$ cat src/rtl/riscv_multicycle_core_if.sv
// Instruction fetch bus for riscv_multicycle_core: req/ack handshake with word address and 16-bit data.
interface riscv_multicycle_core_if #(
    parameter int unsigned l = 16
);
    logic         InstrReq;
    logic [l-1:0] InstrAddr;
    logic         InstrAck;
    logic [15:0]  InstrData;

    modport master (output InstrReq, InstrAddr, input InstrAck, InstrData);
    modport slave  (input InstrReq, InstrAddr, output InstrAck, InstrData);
endinterface

$ cat src/rtl/riscv_multicycle_core.sv
// Multi-cycle core executing 16-bit instructions over a handshaked fetch bus.
// Define RISCV_MUL_EN to build the iterative shift-add multiplier (MUL opcode); otherwise MUL is an illegal NOP.
module riscv_multicycle_core #(
    parameter int unsigned  l           = 16,
    parameter logic [l-1:0] ResetVector = '0
) (
    input  logic                    Clk,
    input  logic                    Reset,
    riscv_multicycle_core_if.master bus,
    output logic                    Retire,
    output logic                    Halted,
    output logic                    IllegalOp,
    output logic [2:0]              Flags,
    output logic [8*l-1:0]          DebugData
);
    localparam logic [1:0] FETCH = 2'd0;
    localparam logic [1:0] EXEC  = 2'd1;
    localparam logic [1:0] HALT  = 2'd3;
`ifdef RISCV_MUL_EN
    localparam logic [1:0] MULT  = 2'd2;
    localparam int unsigned CntW = $clog2(l);
`endif

    localparam logic [2:0] OpAdd  = 3'b000;
    localparam logic [2:0] OpAddi = 3'b001;
    localparam logic [2:0] OpNand = 3'b010;
    localparam logic [2:0] OpLui  = 3'b011;
    localparam logic [2:0] OpMul  = 3'b100;
    localparam logic [2:0] OpBeq  = 3'b101;
    localparam logic [2:0] OpJalr = 3'b110;
    localparam logic [2:0] OpHalt = 3'b111;

    logic [1:0]   state;
    logic [l-1:0] pc;
    logic [15:0]  ir;
    logic [l-1:0] regs [8];

    logic [2:0]   op, ra, rb, rc;
    logic [l-1:0] valA, valB, valC, sImm, pcInc, pcNext, wbData;
    logic [l:0]   addSum;
    logic         wbEn, flagsEn, carryNext;

    assign op    = ir[15:13];
    assign ra    = ir[12:10];
    assign rb    = ir[9:7];
    assign rc    = ir[2:0];
    // regs[0] is reset to zero and never written, so r0 reads as 0 without a mux
    assign valA  = regs[ra];
    assign valB  = regs[rb];
    assign valC  = regs[rc];
    assign sImm  = {{(l-7){ir[6]}}, ir[6:0]};
    assign pcInc = pc + l'(1);
    assign addSum = {1'b0, valB} + {1'b0, (op == OpAddi) ? sImm : valC};

    assign bus.InstrReq  = (state == FETCH) && !Reset;
    assign bus.InstrAddr = pc;
    assign Halted        = (state == HALT);

    always_comb begin
        wbEn      = 1'b0;
        flagsEn   = 1'b0;
        carryNext = 1'b0;
        wbData    = '0;
        pcNext    = pcInc;
        case (op)
            OpAdd, OpAddi: begin
                wbEn      = 1'b1;
                flagsEn   = 1'b1;
                wbData    = addSum[l-1:0];
                carryNext = addSum[l];
            end
            OpNand: begin
                wbEn    = 1'b1;
                flagsEn = 1'b1;
                wbData  = ~(valB & valC);
            end
            OpLui: begin
                wbEn   = 1'b1;
                wbData = {ir[9:0], {(l-10){1'b0}}};
            end
            OpBeq: if (valA == valB) pcNext = pcInc + sImm;
            OpJalr: begin
                wbEn   = 1'b1;
                wbData = pcInc;
                pcNext = valB;
            end
            default: ;
        endcase
    end

`ifdef RISCV_MUL_EN
    logic [l-1:0]    mulAcc, mulCand, mulPlier, mulSum;
    logic [CntW-1:0] mulCnt;
    logic            mulLast;

    assign mulSum  = mulAcc + (mulPlier[0] ? mulCand : '0);
    assign mulLast = (state == MULT) && (mulCnt == CntW'(l - 1));
    assign Retire  = ((state == EXEC) && (op != OpHalt) && (op != OpMul)) || mulLast;
`else
    assign Retire  = (state == EXEC) && (op != OpHalt);
`endif

    always_ff @(posedge Clk or posedge Reset) begin
        if (Reset) begin
            state     <= FETCH;
            pc        <= ResetVector;
            ir        <= '0;
            Flags     <= '0;
            IllegalOp <= 1'b0;
            for (int unsigned i = 0; i < 8; i++) regs[i] <= '0;
`ifdef RISCV_MUL_EN
            mulAcc   <= '0;
            mulCand  <= '0;
            mulPlier <= '0;
            mulCnt   <= '0;
`endif
        end else begin
            case (state)
                FETCH: if (bus.InstrAck) begin
                    ir    <= bus.InstrData;
                    state <= EXEC;
                end
                EXEC: begin
                    if (op == OpHalt) begin
                        state <= HALT;
`ifdef RISCV_MUL_EN
                    end else if (op == OpMul) begin
                        mulAcc   <= '0;
                        mulCand  <= valB;
                        mulPlier <= valC;
                        mulCnt   <= '0;
                        state    <= MULT;
`endif
                    end else begin
                        if (wbEn && (ra != 3'd0)) regs[ra] <= wbData;
                        if (flagsEn) Flags <= {carryNext, wbData[l-1], ~|wbData};
`ifndef RISCV_MUL_EN
                        if (op == OpMul) IllegalOp <= 1'b1;
`endif
                        pc    <= pcNext;
                        state <= FETCH;
                    end
                end
`ifdef RISCV_MUL_EN
                // Only the low l product bits are kept, so the shifted multiplicand may truncate.
                MULT: begin
                    mulAcc   <= mulSum;
                    mulCand  <= mulCand << 1;
                    mulPlier <= mulPlier >> 1;
                    mulCnt   <= mulCnt + CntW'(1);
                    if (mulLast) begin
                        if (ra != 3'd0) regs[ra] <= mulSum;
                        Flags <= {1'b0, mulSum[l-1], ~|mulSum};
                        pc    <= pcInc;
                        state <= FETCH;
                    end
                end
`endif
                default: ;
            endcase
        end
    end

    always_comb begin
        for (int unsigned i = 0; i < 8; i++) DebugData[l*i +: l] = regs[i];
    end
endmodule
$ cat src/flat_wrapper.sv
// flat-port wrapper written by rule: the top's interface ports become plain ports
module riscv_multicycle_core_flat 
#(
    parameter int unsigned  l           = 16,
    parameter logic [l-1:0] ResetVector = '0
)
  (Clk, Reset, Retire, Halted, IllegalOp, Flags, DebugData, bus_InstrReq, bus_InstrAddr, bus_InstrAck, bus_InstrData);
  riscv_multicycle_core_if #(.l(l)) bus_i ();
  input  logic Clk;
  input  logic Reset;
  output logic Retire;
  output logic Halted;
  output logic IllegalOp;
  output logic [2:0] Flags;
  output logic [8*l-1:0] DebugData;
  output wire logic [$bits(bus_i.InstrReq)-1:0] bus_InstrReq;
  output wire logic [$bits(bus_i.InstrAddr)-1:0] bus_InstrAddr;
  input wire logic [$bits(bus_i.InstrAck)-1:0] bus_InstrAck;
  input wire logic [$bits(bus_i.InstrData)-1:0] bus_InstrData;
  assign bus_InstrReq = bus_i.InstrReq;
  assign bus_InstrAddr = bus_i.InstrAddr;
  assign bus_i.InstrAck = bus_InstrAck;
  assign bus_i.InstrData = bus_InstrData;
  riscv_multicycle_core #(.l(l), .ResetVector(ResetVector)) u_core (.Clk(Clk), .Reset(Reset), .bus(bus_i), .Retire(Retire), .Halted(Halted), .IllegalOp(IllegalOp), .Flags(Flags), .DebugData(DebugData));
endmodule
$ cat config.mk
export PLATFORM = sky130hd
export DESIGN_NAME = riscv_multicycle_core_flat
export DESIGN_NICKNAME = d
export VERILOG_FILES = /design/src/rtl/riscv_multicycle_core_if.sv /design/src/rtl/riscv_multicycle_core.sv /design/src/flat_wrapper.sv
export SDC_FILE = /design/constraint.sdc
export NUM_CORES = 1
export LEC_CHECK = 0
export CAP_MARGIN = 20
export CORE_AREA = 2 2 165 167
export CTS_CLUSTER_DIAMETER = 30
export DETAILED_ROUTE_END_ITERATION = 8
export DIE_AREA = 0 0 167 169
export GPL_TIMING_DRIVEN = 0
export PLACE_DENSITY = 0.68
export SLEW_MARGIN = 20
export SYNTH_ARGS = -nofsm -noshare
export SYNTH_HDL_FRONTEND = slang
export SYNTH_SLANG_ARGS = --single-unit
$ cat constraint.sdc
create_clock -name Clk -period 7.7 [get_ports Clk]
set_input_delay 1.54 -clock Clk [delete_from_list [all_inputs] [get_ports Clk]]
set_output_delay 1.54 -clock Clk [all_outputs]
set_load 0.05 [all_outputs]
==> impl_metrics.csv <==
group,metric,value,unit
floorplanning,start_util,44.41,%
worst_hold_path,hold_class,"flip-flop to flip-flop",
final_layout,fillers,2344,
critical_path,crit_type,"flip-flop to flip-flop",
critical_path,critPathCaptureType,"flip-flop",
synthesis,yosysWarnings,0,
timing,holdWs,0.4821,ns
synthesis,synth_seq_cells,166,
critical_path,cp.required,8.08,ns
placed_design,dp_cells,1686,
timing,slew_headroom,28.72,%
final_layout,antenna_cells,0,
synthesis,synthAdderAreaFrac,3.743,%
timing,rsz0062_at_grt,"false",
synthesis,synth_mux_area_share,23.40,%
placed_design,port_buffers,169,
synthesis,yosys.area_share.simple,12.92,%
global_route,grt_pass1_wl,67790,µm
clock_network,cts-resized-gates,0,
critical_path,startpoint_type,"flip-flop",
timing,worst_slew_pin_slew,1.069,ns
final_layout,regArea,4154,µm²
floorplanning,num_rows,60,
final_layout,fin_cells,1720,
synthesis,syn_area_per_cell,10.06,µm²
placed_design,dp_slack,2.227,ns
floorplanning,die_area,28220,µm²
timing,finalSetupViolCount,0,
status,run_status,"complete, no violations",
floorplanning,dieHeight,169,µm
clock_network,tritoncts_num_sinks,166,
detailed_routing,remaining_drc_errors,0,
detailed_routing,wl,45620,µm
timing,layout_worst_path_cycle_share,68.94,%
clock_network,cts_setup_buffers,0,
timing,max_freq,0.1884,GHz
timing,fin_crit,5.308,ns
synthesis,ys_seq_area_share,35.30,%
clock_network,clock-root-buffer,"clkbuf_16",
global_route,grt_pass1_vias,10596,
timing,slew_violations,0,
synthesis,synth_edf_count,0,
detailed_routing,num_vias,11087,
synthesis,synth-main-ff-cell,"dfrtp_1",
clock_network,clk_path_buf_depth,2,
final_layout,layout-drive-gt1-share,12.47,%
timing,hold_viol,0,
floorplanning,fp.coreArea,26500,µm²
global_route,grt_use_total,32.33,%
run,max-cap-violations,0,
detailed_routing,drtAntennaViolNets,0,
floorplanning,io_pins,170,
critical_path,worstPathArrival,5.68,ns
final_layout,layout_commonest_cell,"clkdlybuf4s50_1",
synthesis,synth_top_family_by_area,"multiplexers",
placed_design,place_congestion,0.9674,
timing,skew,0.02235,ns
floorplanning,die_x,167,µm
placed_design,dp.final_hpwl,32880,µm
clock_network,h-tree-depth,4,
final_layout,mostFrequentLayoutCells,"169 x clkdlybuf4s50_1, 166 x nand2_1, 166 x dfrtp_1, 147 x o21ai_0, 66 x mux4_2",
timing,setup_ws,2.392,ns
synthesis,synthArstFlopShare,100.0,%
clock_network,cts_tree,"done",
detailed_routing,avgViaCountPerCell,6.446,
synthesis,synth_xor_area_share,3.349,%
synthesis,synth_fp_nets,1223,
clock_network,clock_latency,0.46,ns
global_route,grt_max_degree,101,
global_route,grt.overflow.total,0,
final_layout,layout.nets,1419,
synthesis,synth_cells,1170,
clock_network,numCtsBuffers,17,
clock_network,hold_buffers,0,
final_layout,syn_to_final_growth,23.82,%
detailed_routing,drtIter0Drc,1361,
synthesis,synth_compound_area_share,15.83,%
detailed_routing,first_pass_iters,6,
critical_path,worstPathMaxFanout,10,
synthesis,synth_area,11770,µm²
synthesis,yosysUniqueCellTypes,77,
clock_network,path_clk_slew,0.08,ns
final_layout,multi_input_area,6977,µm²
global_route,antenna_found_initial,0,
detailed_routing,wl_per_cell,26.52,µm
## critical path, cell delays in order, from the launching register on
cell      delay [ns]
dfrtp_1         0.47
clkbuf_1        0.29
clkbuf_1        0.35
nand2_1         0.16
clkbuf_1        0.47
clkbuf_1        0.56
a21oi_1         0.16
ha_1            0.32
clkbuf_1        0.26
nand3_1         0.12
nor3_1          0.17
o21ai_0         0.24
a31o_2          0.34
xnor2_1         0.13
o22ai_1         0.62
and4bb_1        0.35
nand4_1         0.11
nand2_1         0.11
## metrics by stage
step                      area (µm²)  TNS [ns]  util, %
final                          14570         0    54.98
after detailed placement       13950         0    52.63
after global placement         13890   -112.43    52.40
after CTS                      14560         0    54.92
after floorplan                11770         0        -
after global routing           14570         0    54.98
## logic make-up (layout without fill, tap and decap cells)
family	count (synthesis)	after routing
muxes	159	159
buffers and inverters	130	339
adders and majority gates	34	34
DFF	166	166
and+or+nand+nor	331	331
xor gates and xnor gates	45	45
AOI/OAI and AO/OA	305	305
## synthesized netlist by cell type, types with 18 or more instances
cell	number	area, µm²
o21ai_0	147	735.7
inv_1	41	153.9
nor2_1	50	187.7
ha_1	32	400.4
dfrtp_1	166	4154
xnor2_1	26	227.7
clkbuf_1	57	214.0
nor3_1	20	100.1
xor2_1	19	166.4
mux4_2	66	1486
a21oi_1	52	260.3
mux2_2	18	202.7
mux4_1	19	499.2
nand3_1	28	140.1
nand2_1	166	623.1
mux2i_1	55	550.5
## worst paths after layout
path / startpoint / to / slack (ns) / cells after the start
max reg2reg: u_core.ir[13] / u_core.Flags[0] / 2.39 / 17
min reg2reg: u_core.IllegalOp / u_core.IllegalOp / 0.48 / 2
max: u_core.ir[13] / u_core.Flags[0] / 2.39 / 17
min: u_core.IllegalOp / u_core.IllegalOp / 0.48 / 2
min in group asynchronous: Reset / u_core.state[0] / 1.54 / 2
max in group asynchronous: Reset / u_core.DebugData[70] / 5.30 / 3
## registers in the layout, summed over array words and instances, names as in the netlist
| signal | count |
|---|---|
| u_core.bus.InstrAddr | 16 |
| u_core.ir | 16 |
| u_core.DebugData | 128 |
| u_core.state | 2 |
| u_core.Flags | 3 |
| u_core.IllegalOp | 1 |
## final cells by class
type                    instances  share of cell area [%]
flip-flops and latches        166                   28.51
clock buffers                  17                   2.920
clock inverters                15                   1.262
inverters                      42                   1.134
multi-input cells             874                   47.88
plain buffers                  88                   3.323
repair buffers                177                   12.04
well taps                     341                   2.928
## per-layer routing
layer | vias to the layer above | wire, µm | share of wire (%) | global-route usage [%]
li1 | 4756 | - | - | -
met4 | 0 | 2114 | 4.6 | 15.33
met5 | - | 0 | 0 | 0
met2 | 738 | 20670 | 45 | 49.78
met1 | 5458 | 17810 | 39 | 43.48
met3 | 135 | 5025 | 11 | 7.482
Power is left out: the tool's default activity adds up to more than one toggle a clock period on the data nets, which glitch-free logic cannot reach.
